<file path="config.mk">
export PLATFORM = sky130hd
export DESIGN_NAME = flow_seq_classifier
export DESIGN_NICKNAME = d
export VERILOG_FILES = /design/src/rtl/flow_seq_classifier.sv
export SDC_FILE = /design/constraint.sdc
export NUM_CORES = 2
export LEC_CHECK = 0
export ABC_AREA = 0
export CAP_MARGIN = 20
export CORE_UTILIZATION = 50
export CTS_BUF_LIST = sky130_fd_sc_hd__clkbuf_16
export DETAILED_ROUTE_END_ITERATION = 10
export PLACE_DENSITY = 0.7
export SLEW_MARGIN = 20
export SYNTH_ARGS = -nofsm -noshare
export SYNTH_HDL_FRONTEND = slang
export SYNTH_SLANG_ARGS = --single-unit
</file>
<file path="constraint.sdc">
create_clock -name clk -period 4.7 [get_ports clk]
set_input_delay 0.94 -clock clk [delete_from_list [all_inputs] [get_ports clk]]
set_output_delay 0.94 -clock clk [all_outputs]
set_load 0.05 [all_outputs]
</file>
<file path="src/rtl/flow_seq_classifier.sv">
// flow_seq_classifier: TCP sequence-tracking front end for the flow table.
// Bypasses ACK-only/UDP packets, delays tracked packets by LAT non-stalled
// cycles to meet the flow-table response, classifies them and emits the
// verdict, the OOO push and the flow-table write command.
// Optional feature macro: FT_SEQ_WRAP_EN (serial-number "ahead/behind").
module flow_seq_classifier #(
  parameter int SEQ_W   = 32,
  parameter int LEN_W   = 16,
  parameter int CNT_W   = 8,
  parameter int TAG_W   = 64,
  parameter int LOC_W   = 16,
  parameter int LAT     = 7,
  parameter int MAX_OOO = 255
) (
  input  logic             clk,
  input  logic             rst,
  input  logic             in_valid,
  output logic             in_ready,
  input  logic [TAG_W-1:0] in_tag,
  input  logic [SEQ_W-1:0] in_seq,
  input  logic [LEN_W-1:0] in_len,
  input  logic [7:0]       in_flags,
  input  logic             in_udp,
  output logic             fwd_valid,
  input  logic             fwd_ready,
  output logic [TAG_W-1:0] fwd_tag,
  output logic [1:0]       fwd_verdict,
  output logic             lk_valid,
  input  logic             lk_stall,
  input  logic             rsp_valid,
  input  logic             rsp_hit,
  input  logic [SEQ_W-1:0] rsp_seq,
  input  logic [CNT_W-1:0] rsp_slow_cnt,
  input  logic [LOC_W-1:0] rsp_loc,
  output logic             upd_valid,
  output logic [1:0]       upd_op,
  output logic [SEQ_W-1:0] upd_seq,
  output logic [CNT_W-1:0] upd_slow_cnt,
  output logic [LOC_W-1:0] upd_loc,
  input  logic             upd_stall,
  output logic             out_valid,
  output logic [TAG_W-1:0] out_tag,
  output logic [1:0]       out_verdict,
  output logic             ooo_valid,
  output logic [TAG_W-1:0] ooo_tag,
  input  logic             out_almost_full,
  input  logic             ooo_almost_full
);
  localparam logic [1:0] V_FWD = 2'd0, V_CHK = 2'd1, V_DROP = 2'd2;
  localparam logic [1:0] OP_INS = 2'd1, OP_UPD = 2'd2, OP_DEL = 2'd3;

  logic byp, stall, dec;
  assign byp         = in_udp | (in_flags == 8'h10 && in_len == '0);
  assign stall       = lk_stall | upd_stall;
  assign in_ready    = byp ? fwd_ready : (!out_almost_full & !ooo_almost_full & !stall);
  assign fwd_valid   = in_valid & byp;
  assign fwd_tag     = in_tag;
  assign fwd_verdict = in_udp ? V_CHK : V_FWD;
  assign lk_valid    = in_valid & in_ready & !byp;

  // delay line; flags kept as {RST, SYN, FIN}
  logic [LAT-1:0]            vld_pipe;
  logic [LAT-1:0][TAG_W-1:0] tag_pipe;
  logic [LAT-1:0][SEQ_W-1:0] seq_pipe;
  logic [LAT-1:0][LEN_W-1:0] len_pipe;
  logic [LAT-1:0][2:0]       flg_pipe;

  // Delay line tracks the lookup engine: it only moves on non-stalled cycles.
  always_ff @(posedge clk) begin
    if (rst) begin
      vld_pipe <= '0;
      tag_pipe <= '0;
      seq_pipe <= '0;
      len_pipe <= '0;
      flg_pipe <= '0;
    end else if (!stall) begin
      vld_pipe[0] <= lk_valid;
      tag_pipe[0] <= in_tag;
      seq_pipe[0] <= in_seq;
      len_pipe[0] <= in_len;
      flg_pipe[0] <= {in_flags[2], in_flags[1], in_flags[0]};
      for (int i = 1; i < LAT; i++) begin
        vld_pipe[i] <= vld_pipe[i-1];
        tag_pipe[i] <= tag_pipe[i-1];
        seq_pipe[i] <= seq_pipe[i-1];
        len_pipe[i] <= len_pipe[i-1];
        flg_pipe[i] <= flg_pipe[i-1];
      end
    end
  end

  logic [TAG_W-1:0] t_tag;
  logic [SEQ_W-1:0] t_seq;
  logic [LEN_W-1:0] t_len;
  logic             fin_rst, syn, ahead;
  assign t_tag   = tag_pipe[LAT-1];
  assign t_seq   = seq_pipe[LAT-1];
  assign t_len   = len_pipe[LAT-1];
  assign fin_rst = flg_pipe[LAT-1][0] | flg_pipe[LAT-1][2];
  assign syn     = flg_pipe[LAT-1][1];
  assign dec     = !stall & rsp_valid & vld_pipe[LAT-1];

`ifdef FT_SEQ_WRAP_EN
  logic [SEQ_W-1:0] diff;
  assign diff  = t_seq - rsp_seq;
  assign ahead = (diff != '0) && !diff[SEQ_W-1];
`else
  assign ahead = t_seq > rsp_seq;
`endif

  logic             d_out, d_ooo, d_upd;
  logic [1:0]       d_verdict, d_op, len_rule;
  logic [SEQ_W-1:0] d_seq;
  logic [CNT_W-1:0] d_cnt;
  assign len_rule = (t_len != '0) ? V_CHK : V_FWD;

  // Classify the packet at the head of the delay line against the stored entry.
  always_comb begin
    d_out     = 1'b0;
    d_ooo     = 1'b0;
    d_upd     = 1'b0;
    d_verdict = V_FWD;
    d_op      = OP_UPD;
    d_seq     = rsp_seq;
    d_cnt     = rsp_slow_cnt + CNT_W'(1);
    if (rsp_hit) begin
      if (t_seq == rsp_seq) begin
        if (rsp_slow_cnt != '0) begin
          d_upd = 1'b1;
          d_ooo = 1'b1;
        end else begin
          d_upd     = 1'b1;
          d_op      = fin_rst ? OP_DEL : OP_UPD;
          d_seq     = rsp_seq + SEQ_W'(t_len);
          d_cnt     = '0;
          d_out     = 1'b1;
          d_verdict = len_rule;
        end
      end else if (ahead && rsp_slow_cnt < CNT_W'(MAX_OOO)) begin
        d_upd = 1'b1;
        d_ooo = 1'b1;
      end else begin
        // behind, or ahead with the OOO budget exhausted
        d_out     = 1'b1;
        d_verdict = V_DROP;
      end
    end else begin
      d_out     = 1'b1;
      d_verdict = len_rule;
      d_upd     = !fin_rst;
      d_op      = OP_INS;
      d_cnt     = '0;
      d_seq     = syn ? t_seq + SEQ_W'(1) : t_seq + SEQ_W'(t_len);
    end
  end

  // Result registers: pulses drop on stalls, the write command holds under upd_stall.
  always_ff @(posedge clk) begin
    if (rst) begin
      out_valid    <= 1'b0;
      out_tag      <= '0;
      out_verdict  <= '0;
      ooo_valid    <= 1'b0;
      ooo_tag      <= '0;
      upd_valid    <= 1'b0;
      upd_op       <= '0;
      upd_seq      <= '0;
      upd_slow_cnt <= '0;
      upd_loc      <= '0;
    end else begin
      out_valid <= dec & d_out;
      ooo_valid <= dec & d_ooo;
      if (dec & d_out) begin
        out_tag     <= t_tag;
        out_verdict <= d_verdict;
      end
      if (dec & d_ooo) ooo_tag <= t_tag;
      if (!upd_stall) begin
        upd_valid <= dec & d_upd;
        if (dec & d_upd) begin
          upd_op       <= d_op;
          upd_seq      <= d_seq;
          upd_slow_cnt <= d_cnt;
          upd_loc      <= rsp_loc;
        end
      end
    end
  end
endmodule

</file>
==> flow_metrics.env <==
export IMPL_synthFlopType="dfxtp_1"
export IMPL_synthesis_nets=5245
export IMPL_hold_buffers=0
export IMPL_syn_area_per_cell_um2=7.70
export IMPL_cts_buffers=101
export IMPL_nets=5430
export IMPL_postCtsSetupRepairBufs=0
export IMPL_drt_total_wl_um=93500
export IMPL_grt_pass1_wl_um=150000
export IMPL_drt_vias_per_instance=5.13
export IMPL_worstPathArrival_ps=4580
export IMPL_grt_max_degree=235
export IMPL_die_h_um=279
export IMPL_die_w_um=279
export IMPL_overflow=0
export IMPL_port_buffer_count=445
export IMPL_comb_power_share=0.054
export IMPL_clk_path_buf_depth=3
export IMPL_rr_endpoint="upd_seq[20]$_SDFFE_PP0P_"
export IMPL_internal_power_mw=13.2
export IMPL_drt_initial_drc_count=2809
export IMPL_dieArea_um2=78000
export IMPL_p_leak_nw=15.7
export IMPL_period_needed_ps=4070
export IMPL_drtPass1Iterations=6
export IMPL_ir_drop_mv=0.312
export IMPL_clkPwrFrac=0.447
export IMPL_antenna_found_initial=6
export IMPL_cts_sinks=1003
export IMPL_synth_edf_count=0
export IMPL_rsz0062_at_grt="no"
export IMPL_grt_pass1_vias=28244
export IMPL_fill_cells=7058
export IMPL_synthCells=4990
export IMPL_crit_fanout=17
export IMPL_track_usage=0.232
export IMPL_finalCritPeriodShare=0.867
export IMPL_setup_tns_ps=0
export IMPL_required_ps=5200
export IMPL_coreArea_um2=75900
export IMPL_endpoint="upd_seq[20]$_SDFFE_PP0P_"
export IMPL_placed_area_um2=42900
export IMPL_synth_seq_cells=1003
export IMPL_ff2ff_setup_slack_ps=630
export IMPL_hold_viol_final=0
export IMPL_synth_cell_area_um2=38400
export IMPL_gp_congestion=0.930
export IMPL_async_flop_share=0
export IMPL_worst_slew_pin_slew_ps=1110
export IMPL_clock_latency_ps=680
export IMPL_crit_start="flg_pipe[19]$_SDFFE_PP0N_"
export IMPL_synth_seq_area_share=0.522
export IMPL_drc_errors=0
export IMPL_swShare=0.233
export IMPL_fin_area_um2=46200
export IMPL_fp_row_count=101
export IMPL_drtAntennaViolNets=0
export IMPL_areaGrowthSynthToFinish_pct=20.2
export IMPL_cts_max_level=3
export IMPL_drive_above_1_share=0.0405
export IMPL_p_seq_frac=0.499
export IMPL_clock_skew_ps=60.4
export IMPL_maxCapViolations=0
export IMPL_cts_resized=0
export IMPL_initial_core_util=0.506
export IMPL_ff2ff_path_depth=12
export IMPL_vias=32294
export IMPL_power_density_nw_per_um2=374
export IMPL_setup_viol=0
export IMPL_cts_root_buf="clkbuf_16"
export IMPL_ys_warn_count=0
export IMPL_fmax_mhz=246
export IMPL_r2r_start="flg_pipe[19]$_SDFFE_PP0N_"
export IMPL_startpoint_type="flop"
export IMPL_crit_path_end_kind="flop"
export IMPL_relSlewSlack=0.253
export IMPL_p_sw_mw=4.02
export IMPL_drv_slew=0
export IMPL_hp_class="reg -> reg"
export IMPL_cts_tree="yes"
export IMPL_dp_hpwl_um=59800
export IMPL_io_pins=447
export IMPL_synthDistinctLibCells=68
export IMPL_avgRoutedWirePerCell_um=14.9
export IMPL_status="completed"
export IMPL_path_class="reg -> reg"
export IMPL_clkTransAtPathRegs_ps=60
[registers in the layout, indices dropped and copies added, names as in the netlist, 21 cells and up]
register / count
ooo_tag: 64
t_tag: 64
upd_seq: 32
t_seq: 32
len_pipe: 96
tag_pipe: 384
out_tag: 64
seq_pipe: 192
flg_pipe: 21
[placed cells by master (no fill, tap or decap), types with 10 or more instances in the layout]
cell,instances
nand2_1,2009
a21oi_1,1007
dfxtp_1,1003
clkdlybuf4s50_1,441
clkbuf_16,101
inv_1,73
ha_1,66
nor2_1,57
nand3_1,40
buf_4,36
o21ai_0,35
clkinv_1,24
xnor2_1,23
nor3_1,22
o211ai_1,22
xor2_1,22
nor4_1,19
a211oi_1,19
nor2b_1,17
buf_12,16
clkinv_2,14
nand4_1,13
a21o_1,13
and3_1,11
o31ai_1,10
[cells in the mapped netlist, drive strengths merged, types with 4 or more instances]
cell type	count	share of area
a211oi	20	0.0040
a21o	13	0.0025
a21oi	1007	0.13
a31oi	9	0.0015
a32o	11	0.0029
and2	4	0.00065
and3	12	0.0020
buf	99	0.017
clkbuf	314	0.031
dfxtp	1003	0.52
ha	66	0.021
inv	51	0.0050
nand2	2009	0.20
nand2b	9	0.0015
nand3	40	0.0052
nand4	13	0.0021
nor2	58	0.0057
nor2b	17	0.0028
nor3	23	0.0033
nor4	20	0.0036
o2111ai	4	0.00091
o211ai	22	0.0043
o21a	4	0.00078
o21ai	41	0.0053
o31ai	10	0.0020
or2	5	0.00081
or3	7	0.0011
or4	6	0.0012
xnor2	23	0.0052
xor2	22	0.0050
[worst min path at each step]
stage                                from                          to  depth (start not counted)
3_5_place_dp    len_pipe[92]$_SDFFE_PP0N_      t_len[12]$_SDFFE_PP0N_                          2
3_3_place_gp   tag_pipe[122]$_SDFFE_PP0N_  tag_pipe[186]$_SDFFE_PP0N_                          2
5_1_grt        tag_pipe[348]$_SDFFE_PP0N_      t_tag[28]$_SDFFE_PP0N_                          2
2_1_floorplan    vld_pipe[6]$_SDFFE_PP0N_    vld_pipe[6]$_SDFFE_PP0N_                          2
6_report       tag_pipe[187]$_SDFFE_PP0N_  tag_pipe[251]$_SDFFE_PP0N_                          2
4_1_cts        tag_pipe[187]$_SDFFE_PP0N_  tag_pipe[251]$_SDFFE_PP0N_                          2
[through the flow]
step | total power, mW | utilization | worst slack (ps) | hold slack [ps] | instances
after floorplan | 9.39 | - | 1340 | 432 | 4990
after global placement | 9.73 | 0.565 | 367 | 436 | 6102
after detailed placement | 9.73 | 0.565 | 293 | 441 | 6102
after CTS | 17.4 | 0.608 | 544 | 415 | 6287
after global routing | 17.9 | 0.608 | 348 | 450 | 6288
final | 17.3 | 0.608 | 627 | 419 | 6289
[layout make-up]
type	instances	area (um^2)	area share
diodes	2	5.00	0.000108
clock buffers	101	2530	0.0547
clock inverters	84	716	0.0155
inverters	51	191	0.00414
multi-input cells	3523	16400	0.354
flip-flops and latches	1003	20100	0.435
well taps	1030	1290	0.0279
repair buffers	495	5020	0.109
[layer usage]
metal | up-vias | part of all wire | track usage
met5 | - | 0.00013 | 0
met4 | 2 | 0.024 | 0.0700
met3 | 115 | 0.057 | 0.0391
met2 | 719 | 0.43 | 0.337
met1 | 14760 | 0.49 | 0.349
li1 | 16698 | - | -
[kinds of logic after synthesis]
group	count (synthesis)	share of synthesized area
simple gates	2229	0.228
compound gates	1176	0.163
flops	1003	0.522
buf+inv	464	0.0526
fa+ha+maj	68	0.0225
xor+xnor	45	0.0103
mux	4	0.00111
other cells	1	0.0000976
[worst max-delay path: stages (launching register included)]
cell and delay, ps:
dfxtp_1 690, or2_2 210, ha_1 180, inv_1 70
fa_1 390, nand2b_1 190, a211oi_1 300, o21ai_0 180
nand4_1 160, a31oi_1 390, o31a_1 380, nor3_1 590
o21ai_0 180
[power groups by stage]
stage | clock network [mW] | logic, mW | registers (mW)
2_1_floorplan | 0 | 0.609 | 8.78
3_3_place_gp | 0 | 0.942 | 8.79
3_5_place_dp | 0 | 0.937 | 8.79
4_1_cts | 7.90 | 0.940 | 8.60
5_1_grt | 8.26 | 1.02 | 8.61
6_report | 7.72 | 0.935 | 8.60
Power figures use the tool's default switching activity.
